`src/rtl/mlp_pkg.sv`:
```
// mlp_pkg: shared sizes, matrix types and transmitter state encoding for the MLP result path.
package mlp_pkg;
    localparam int DEF_ROWS = 16;
    localparam int DEF_COLS = 16;
    localparam int DEF_DW = 16;
    localparam int DEF_OUT_W = 2 * DEF_DW;
    localparam int WORDS_PER_MAT = DEF_ROWS * DEF_COLS / 2;
    typedef logic [DEF_DW-1:0] elem_t;
    typedef elem_t [DEF_COLS-1:0] row_t;
    typedef row_t [DEF_ROWS-1:0] mat_t;
    typedef enum logic {COLLECT, SEND} tx_state_e;
endpackage

```
`src/rtl/mlp_tx_buffer.sv`:
```
// mlp_tx_buffer: row-pair write port into a row-major element store, with a word-index read mux.
module mlp_tx_buffer import mlp_pkg::*; #(
    parameter int ROWS = DEF_ROWS,
    parameter int COLS = DEF_COLS,
    parameter int DW = DEF_DW,
    parameter int OUT_W = DEF_OUT_W,
    parameter int PW = 3,
    parameter int CW = 7
) (
    input  logic                   clk,
    input  logic                   wr_en,
    input  logic [PW-1:0]          wr_pair,
    input  logic [2*COLS*DW-1:0]   wr_data,
    input  logic [CW-1:0]          rd_idx,
    output logic [OUT_W-1:0]       rd_word
);
    localparam int EW = $clog2(ROWS * COLS);
    logic [DW-1:0] mem [ROWS*COLS];
    logic [EW-1:0] base;
    assign base = EW'(wr_pair) * EW'(2 * COLS);
    always_ff @(posedge clk) begin
        if (wr_en) begin
            for (int c = 0; c < COLS; c++) begin
                mem[base + EW'(c)] <= wr_data[c*DW +: DW];
                mem[base + EW'(COLS + c)] <= wr_data[(COLS+c)*DW +: DW];
            end
        end
    end
    // word k packs elements 2k (low half) and 2k+1 (high half)
    assign rd_word = {mem[{rd_idx, 1'b1}], mem[{rd_idx, 1'b0}]};
endmodule

```
`src/rtl/mlp_result_tx.sv`:
```
// mlp_result_tx: collects row pairs of the result matrix and streams it as OUT_W-bit words.
// Optional MLP_TX_READY_EN adds result_ready_i backpressure on the output stream.
module mlp_result_tx import mlp_pkg::*; #(
    parameter int ROWS = DEF_ROWS,
    parameter int COLS = DEF_COLS,
    parameter int DW = DEF_DW,
    parameter int OUT_W = DEF_OUT_W,
    localparam int PW = (ROWS > 2) ? $clog2(ROWS / 2) : 1
) (
    input  logic                   clk,
    input  logic                   rst,
    input  logic                   pair_valid_i,
    input  logic [PW-1:0]          pair_idx_i,
    input  logic [2*COLS*DW-1:0]   pair_data_i,
`ifdef MLP_TX_READY_EN
    input  logic                   result_ready_i,
`endif
    output logic                   result_valid_o,
    output logic [OUT_W-1:0]       result_payload_o,
    output logic                   done_o,
    output logic                   busy_o,
    output logic                   wr_err_o
);
    localparam int HALF = ROWS / 2;
    localparam int WORDS = ROWS * COLS / 2;
    localparam int CW = $clog2(WORDS);
    tx_state_e state, state_next;
    logic [HALF-1:0] bitmap;
    logic [CW-1:0] cnt, rd_idx;
    logic [OUT_W-1:0] rd_word;
    logic done_q, ready, xfer, last, wr_en, in_range;
`ifdef MLP_TX_READY_EN
    assign ready = result_ready_i;
    assign done_o = done_q & result_ready_i;
`else
    assign ready = 1'b1;
    assign done_o = done_q;
`endif
    assign xfer = result_valid_o & ready;
    assign last = cnt == CW'(WORDS - 1);
    assign in_range = int'(pair_idx_i) < HALF;
    assign wr_en = pair_valid_i & in_range & (state == COLLECT);
    // read one word ahead so the payload register loads the next word on each transfer
    assign rd_idx = (state == SEND) ? cnt + 1'b1 : '0;
    mlp_tx_buffer #(
        .ROWS(ROWS), .COLS(COLS), .DW(DW), .OUT_W(OUT_W), .PW(PW), .CW(CW)
    ) u_buf (
        .clk(clk),
        .wr_en(wr_en),
        .wr_pair(pair_idx_i),
        .wr_data(pair_data_i),
        .rd_idx(rd_idx),
        .rd_word(rd_word)
    );
    always_comb begin
        state_next = state;
        if (state == COLLECT && &bitmap)
            state_next = SEND;
        else if (state == SEND && xfer && last)
            state_next = COLLECT;
    end
    always_ff @(posedge clk or posedge rst) begin
        if (rst)
            state <= COLLECT;
        else
            state <= state_next;
    end
    always_ff @(posedge clk or posedge rst) begin
        if (rst) begin
            bitmap <= '0;
            cnt <= '0;
            result_valid_o <= 1'b0;
            result_payload_o <= '0;
            done_q <= 1'b0;
            busy_o <= 1'b0;
            wr_err_o <= 1'b0;
        end else begin
            busy_o <= state_next == SEND;
            if (pair_valid_i && state == SEND)
                wr_err_o <= 1'b1;
            if (state == COLLECT && state_next == SEND) begin
                cnt <= '0;
                result_valid_o <= 1'b1;
                result_payload_o <= rd_word;
                done_q <= WORDS == 1;
            end else if (state == SEND && xfer) begin
                if (last) begin
                    bitmap <= '0;
                    cnt <= '0;
                    result_valid_o <= 1'b0;
                    result_payload_o <= '0;
                    done_q <= 1'b0;
                end else begin
                    cnt <= cnt + 1'b1;
                    result_payload_o <= rd_word;
                    done_q <= cnt + 1'b1 == CW'(WORDS - 1);
                end
            end
            if (wr_en)
                bitmap[pair_idx_i] <= 1'b1;
        end
    end
endmodule

```
`config.mk`:
```
export PLATFORM = sky130hd
export DESIGN_NAME = mlp_result_tx
export DESIGN_NICKNAME = d
export VERILOG_FILES = /design/src/rtl/mlp_pkg.sv /design/src/rtl/mlp_tx_buffer.sv /design/src/rtl/mlp_result_tx.sv
export SDC_FILE = /design/constraint.sdc
export NUM_CORES = 2
export LEC_CHECK = 0
export CAP_MARGIN = 20
export CORE_ASPECT_RATIO = 2
export CORE_MARGIN = 4
export CORE_UTILIZATION = 55
export DETAILED_ROUTE_END_ITERATION = 10
export DONT_BUFFER_PORTS = 1
export PLACE_DENSITY_LB_ADDON = 0.2
export SYNTH_ARGS = -nofsm -noshare
export SYNTH_HDL_FRONTEND = slang
export SYNTH_HIERARCHICAL = 1
export SYNTH_SLANG_ARGS = --single-unit
```
`constraint.sdc`:
```
create_clock -name clk -period 63.7 [get_ports clk]
set_input_delay 9.555 -clock clk [delete_from_list [all_inputs] [get_ports clk]]
set_output_delay 9.555 -clock clk [all_outputs]
set_load 0.05 [all_outputs]
```
Yosys cells after proc, flatten, opt, wreduce, memory -nomap -nowiden
Memory sizes are Yosys's and may differ from the RTL's.
Cells that the tools add are included.
{"block": "classes", "add_sub_neg": 32, "mux": 23, "magnitude_cmp": 2, "n_eq_ne": 2, "bitwise": 3, "reduce_logical": 10}
{"op": "adder 8 x 5 -> 8 bit, second input constant", "n": 16}
{"op": "two-way mux 32 bit", "n": 3}
{"op": "adder 8 x 4 -> 8 bit, second input constant", "n": 8}
{"op": "adder 8 x 3 -> 8 bit, second input constant", "n": 4}
{"op": "two-way mux 8 bit", "n": 4}
{"op": "two-way mux 7 bit", "n": 4}
{"op": "adder 8 x 2 -> 8 bit, second input constant", "n": 2}
{"op": "equality test 7 bit, second input constant", "n": 2}
{"op": "two-way mux 1 bit", "n": 11}
{"op": "adder 8 x 1 -> 8 bit, second input constant", "n": 1}
{"op": "OR 8 bit", "n": 1}
{"op": "AND reduction 8 bit", "n": 1}
{"op": "adder 7 x 1 -> 7 bit, second input constant", "n": 1}
{"op": "logical AND 1 bit", "n": 6}
{"op": "less-than comparator 3 x 4 -> 1 bit, second input constant", "n": 1}
{"op": "nonzero test 2 bit", "n": 2}
{"op": "demux 1 bit (select 3 bit)", "n": 1}
{"op": ">= comparator 3 x 1 -> 1 bit, second input constant", "n": 1}
{"op": "AND reduction 2 bit", "n": 1}
{"op": "AND 1 bit", "n": 1}
{"op": "inverter 1 bit", "n": 1}
{"block": "totals", "mem_bits_rw": 4096, "n_memories": 1, "out_inout_bits": 36, "register_bits": 51, "wordCells": 80, "in_bits": 518}
{"memory": "u_buf.mem", "depth": 256, "width": 16, "rd": 2, "rd_clocked_by_memory_dff": 0, "wr": 32, "line_no": "mlp_tx_buffer.sv:18", "text": "logic [DW-1:0] mem [ROWS*COLS];"}

Longest topological paths before layout
{"block": "depth", "ltp_word": 8, "ltp_mapped": 12, "depth_no_buf": 8}

Cells and area by module
The synthesis kept the hierarchy.
{"mod": "mlp_tx_buffer", "cells_each": 5788, "instances": 1, "area_per_inst_um2": 154944.9, "seq_area_each_um2": 122998.0}
{"mod": "mlp_result_tx", "cells_each": 171, "instances": 1, "area_per_inst_um2": 2162.1, "seq_area_each_um2": 1276.2}

Least setup slack after synthesis
OpenSTA, ideal clock, no wires.
{"block": "synth_path", "kind": "input to register", "from": "in pair_idx_i[2]", "to": "mem u_buf/mem[0][0] (netlist bit) (enable)", "arrival_time_ns": 44.605, "path_buffers": 0, "setup_time_ns": 2.023, "required_ns": 61.677, "stages": 1, "setup_slack_ns": 17.071, "path_cell_list": "nor3_1"}
{"item": "start: declaration", "line_no": "mlp_result_tx.sv:13", "text": "input logic [PW-1:0] pair_idx_i,"}
{"item": "end: declaration", "line_no": "mlp_tx_buffer.sv:18"}

==> impl_metrics.csv <==
group,metric,value,unit
synthesis,syn_area,157000,µm²
global_routing,grt_pass1_vias,71100,
clock_tree,post-cts-setup-buffers,0,
synthesis,synth_flop_cell,"edfxtp_1",
placement,hpwl,239,mm
final_layout,layout_commonest_cell,"edfxtp_1",
die,dieArea,295000,µm²
timing,maxSlewViolCount,0,
clock_tree,insertion_delay,0.88,ns
setup_path,worst-path-stages,7,
hold_path,hold_depth,1,
clock_tree,cts_sinks,4147,
setup_path,reg2reg_depth,14,
detailed_routing,drc,0,
synthesis,synthCells,5959,
synthesis,synth_top_area_cell,"edfxtp_1",
setup_path,crit_fanout,167,
detailed_routing,wl_per_cell,36.8,µm
die,std_cell_rows,277,
detailed_routing,post_drt_via_cell_ratio,6.50,
synthesis,yosys_warnings,6,
synthesis,ys_ff_latch,4147,
clock_tree,cts_tree,"built",
timing,skew,0.0456,ns
timing,fmax,74.9,MHz
clock_tree,cts_buffers,351,
setup_path,crit_buf_inv,4,
final_layout,stdcell_count,10200,
die,floorplan.die.width,386,µm
clock_tree,cts_hold_buf,0,
pwr,p_per_area,44.8,nW/µm²
global_routing,grt_max_degree,168,
synthesis,ys_seq_area_share,79.1,%
final_layout,layout.nets,6631,
final_layout,multi_input_area,31600,µm²
setup_path,critPathCaptureType,"flip-flop",
synthesis,synth_top_area_share,78.3,%
global_routing,track_usage,25.9,%
global_routing,grt_overflow,0,
hold_path,hp-class,"reg2reg",
pwr,leakagePower,52.3,nW
global_routing,antenna_found_initial,25,
detailed_routing,ant_nets,0,
timing,worst_pin_slew,1.17,ns
placement,portBuffers,0,
timing,period_share,21.0,%
timing,slew_headroom,22.1,%
detailed_routing,drt_iter0_markers,5594,
setup_path,crit_arrival,13.85,ns
timing,setup_viol,0,
outcome,status,"finished, final reports clean",
final_layout,area_growth,10.2,%
die,die_h,764,µm
synthesis,synth_area_per_cell,26.4,µm²
final_layout,mostFrequentLayoutCells,"4096 x edfxtp_1, 1344 x mux4_2, 360 x clkbuf_16",
clock_tree,cts-root-buf,"clkbuf_16",
clock_tree,htreeDepth,5,
detailed_routing,wirelength,375,mm
die,ioPinCount,554,
final_layout,nFillCells,18900,
timing,rsz0062_at_grt,"no",
synthesis,async_flop_share,1.23,%
global_routing,grt_first_pass_wirelength,536,mm
setup_path,slowest_delay,0.79,ns
timing,fin_setup_tns,0,ns
synthesis,synth_area_leaders,"edfxtp_1 78%, mux4_2 19%, dfrtp_1 0.81%",
setup_path,path_cells,"nor2b_1 > nand2_1 > nor2_4 > buf_12 > buf_4 > buf_12 > buf_4",
clock_tree,cts_max_path_buffers,4,
detailed_routing,via_count,66200,
synthesis,syn_nets,6479,
setup_path,start_kind,"primary input",
final_layout,drive_gt1_share,31.4,%
setup_path,critical-path-top-delay-family,"buffers and inverters",
placement,dpl.cell_count,9522,
die,core,285000,µm²
clock_tree,clkTransAtPathRegs,0.07,ns
setup_path,crit_required,64.19,ns
timing,finalCriticalPeriod,13.36,ns
pwr,ir_drop,0.0000883,V
setup_path,crit_type,"in2reg",
final_layout,regArea,124000,µm²
synthesis,ys_types,41,
setup_path,slowest_stage,"buf_4",
job,max_cap_violations,0,
clock_tree,post_cts_resized,0,
detailed_routing,first_pass_iters,5,
timing,hold_violations,0,
die,start_util,55.2,%
synthesis,synth-edff-count,4096,
placement,gp_congestion,0.819,
-- where the power goes --
group / total (W) / internal [W] / switching, W
logic: 0.00255 / 0.00122 / 0.00133
clock network: 0.00215 / 0.00120 / 0.000951
registers: 0.00306 / 0.00301 / 0.0000507
-- synth_stat cells, types with 2 or more instances --
| library cell | count |
|---|---|
| a21o_1 | 3 |
| a21oi_1 | 2 |
| a22o_1 | 33 |
| a32o_1 | 4 |
| and2_1 | 2 |
| buf_1 | 54 |
| buf_2 | 73 |
| buf_4 | 7 |
| buf_6 | 5 |
| clkbuf_1 | 172 |
| dfrtp_1 | 51 |
| edfxtp_1 | 4096 |
| ha_1 | 2 |
| inv_1 | 4 |
| mux2_2 | 32 |
| mux4_2 | 1344 |
| nand2_1 | 15 |
| nand2b_1 | 5 |
| nand3_1 | 3 |
| nor2_1 | 11 |
| nor2b_1 | 7 |
| nor3_1 | 4 |
| o21a_1 | 2 |
| o21ai_1 | 5 |
| o31ai_1 | 5 |
| xor2_1 | 3 |
-- worst register-to-register path: cells and delay by family (launching register included) --
family          cells  cell delay (ns)
buf+inv             6             4.72
mux                 4             1.99
flops               1             0.49
compound gates      2             0.41
fa+ha+maj           1             0.31
simple gates        1             0.23
-- flip-flops by register name, summed over array words and instances, names as in the netlist --
name and cells:
cnt 7, wr_err_o 1, u_buf/mem 4096, busy_o 1, result_payload_o 32, bitmap 8, done_o 1, result_valid_o 1
-- stage by stage --
step | hold slack [ns] | setup WS (ns) | utilization (%) | total power [W] | cell area (µm²)
finish | 0.499 | 50.34 | 60.8 | 0.00776 | 173000
global route | 0.507 | 50.10 | 60.8 | 0.00804 | 173000
CTS | 0.498 | 50.38 | 60.8 | 0.00789 | 173000
detailed placement | 0.482 | 49.43 | 56.8 | 0.00575 | 162000
global placement | 0.479 | 49.53 | 56.8 | 0.00574 | 162000
floorplan | 0.465 | 17.07 | - | 0.00486 | 157000
-- logic make-up after synthesis --
logic type | share of synthesized area [%]
multiplexers | 19.5
adder cells (fa/ha/maj) | 0.0159
AO/OA/AOI/OAI | 0.321
flip-flops | 79.1
buffers and inverters | 0.861
AND/OR/NAND/NOR | 0.182
XOR/XNOR | 0.0223
-- layer usage --
| layer | GRT usage [%] | share of wire [%] | vias to the layer above |
|---|---|---|---|
| met4 | 8.88 | 3.9 | 6 |
| met2 | 46.6 | 55 | 2568 |
| met5 | 0 | 0.013 | - |
| met1 | 30.0 | 33 | 36400 |
| met3 | 6.61 | 8.2 | 554 |
| li1 | - | - | 26600 |
-- layout make-up --
class	instances	share of cell area (%)
antenna	30	0.0434
clock buffer	421	5.35
clock inverter	206	1.21
inverter	4	0.0101
multi-input combinational	1496	18.2
sequential	4147	71.8
tap	3766	2.72
timing repair buffer	111	0.642
-- final timing paths --
check	slack [ns]	from	endpoint
min in group asynchronous	8.71	rst	result_payload_o[14]$_DFFE_PP0P_
setup / recovery	50.34	pair_valid_i	u_buf/mem[178][7]$_DFFE_PP_
setup reg to reg	55.48	cnt[0]$_DFFE_PP0P_	result_payload_o[4]$_DFFE_PP0P_
max in group asynchronous	54.27	rst	busy_o$_DFF_PP0_
hold reg to reg	0.50	bitmap[2]$_DFF_PP0_	bitmap[2]$_DFF_PP0_
hold / removal	0.50	bitmap[2]$_DFF_PP0_	bitmap[2]$_DFF_PP0_
No activity file was read; power rests on OpenSTA's default activity.
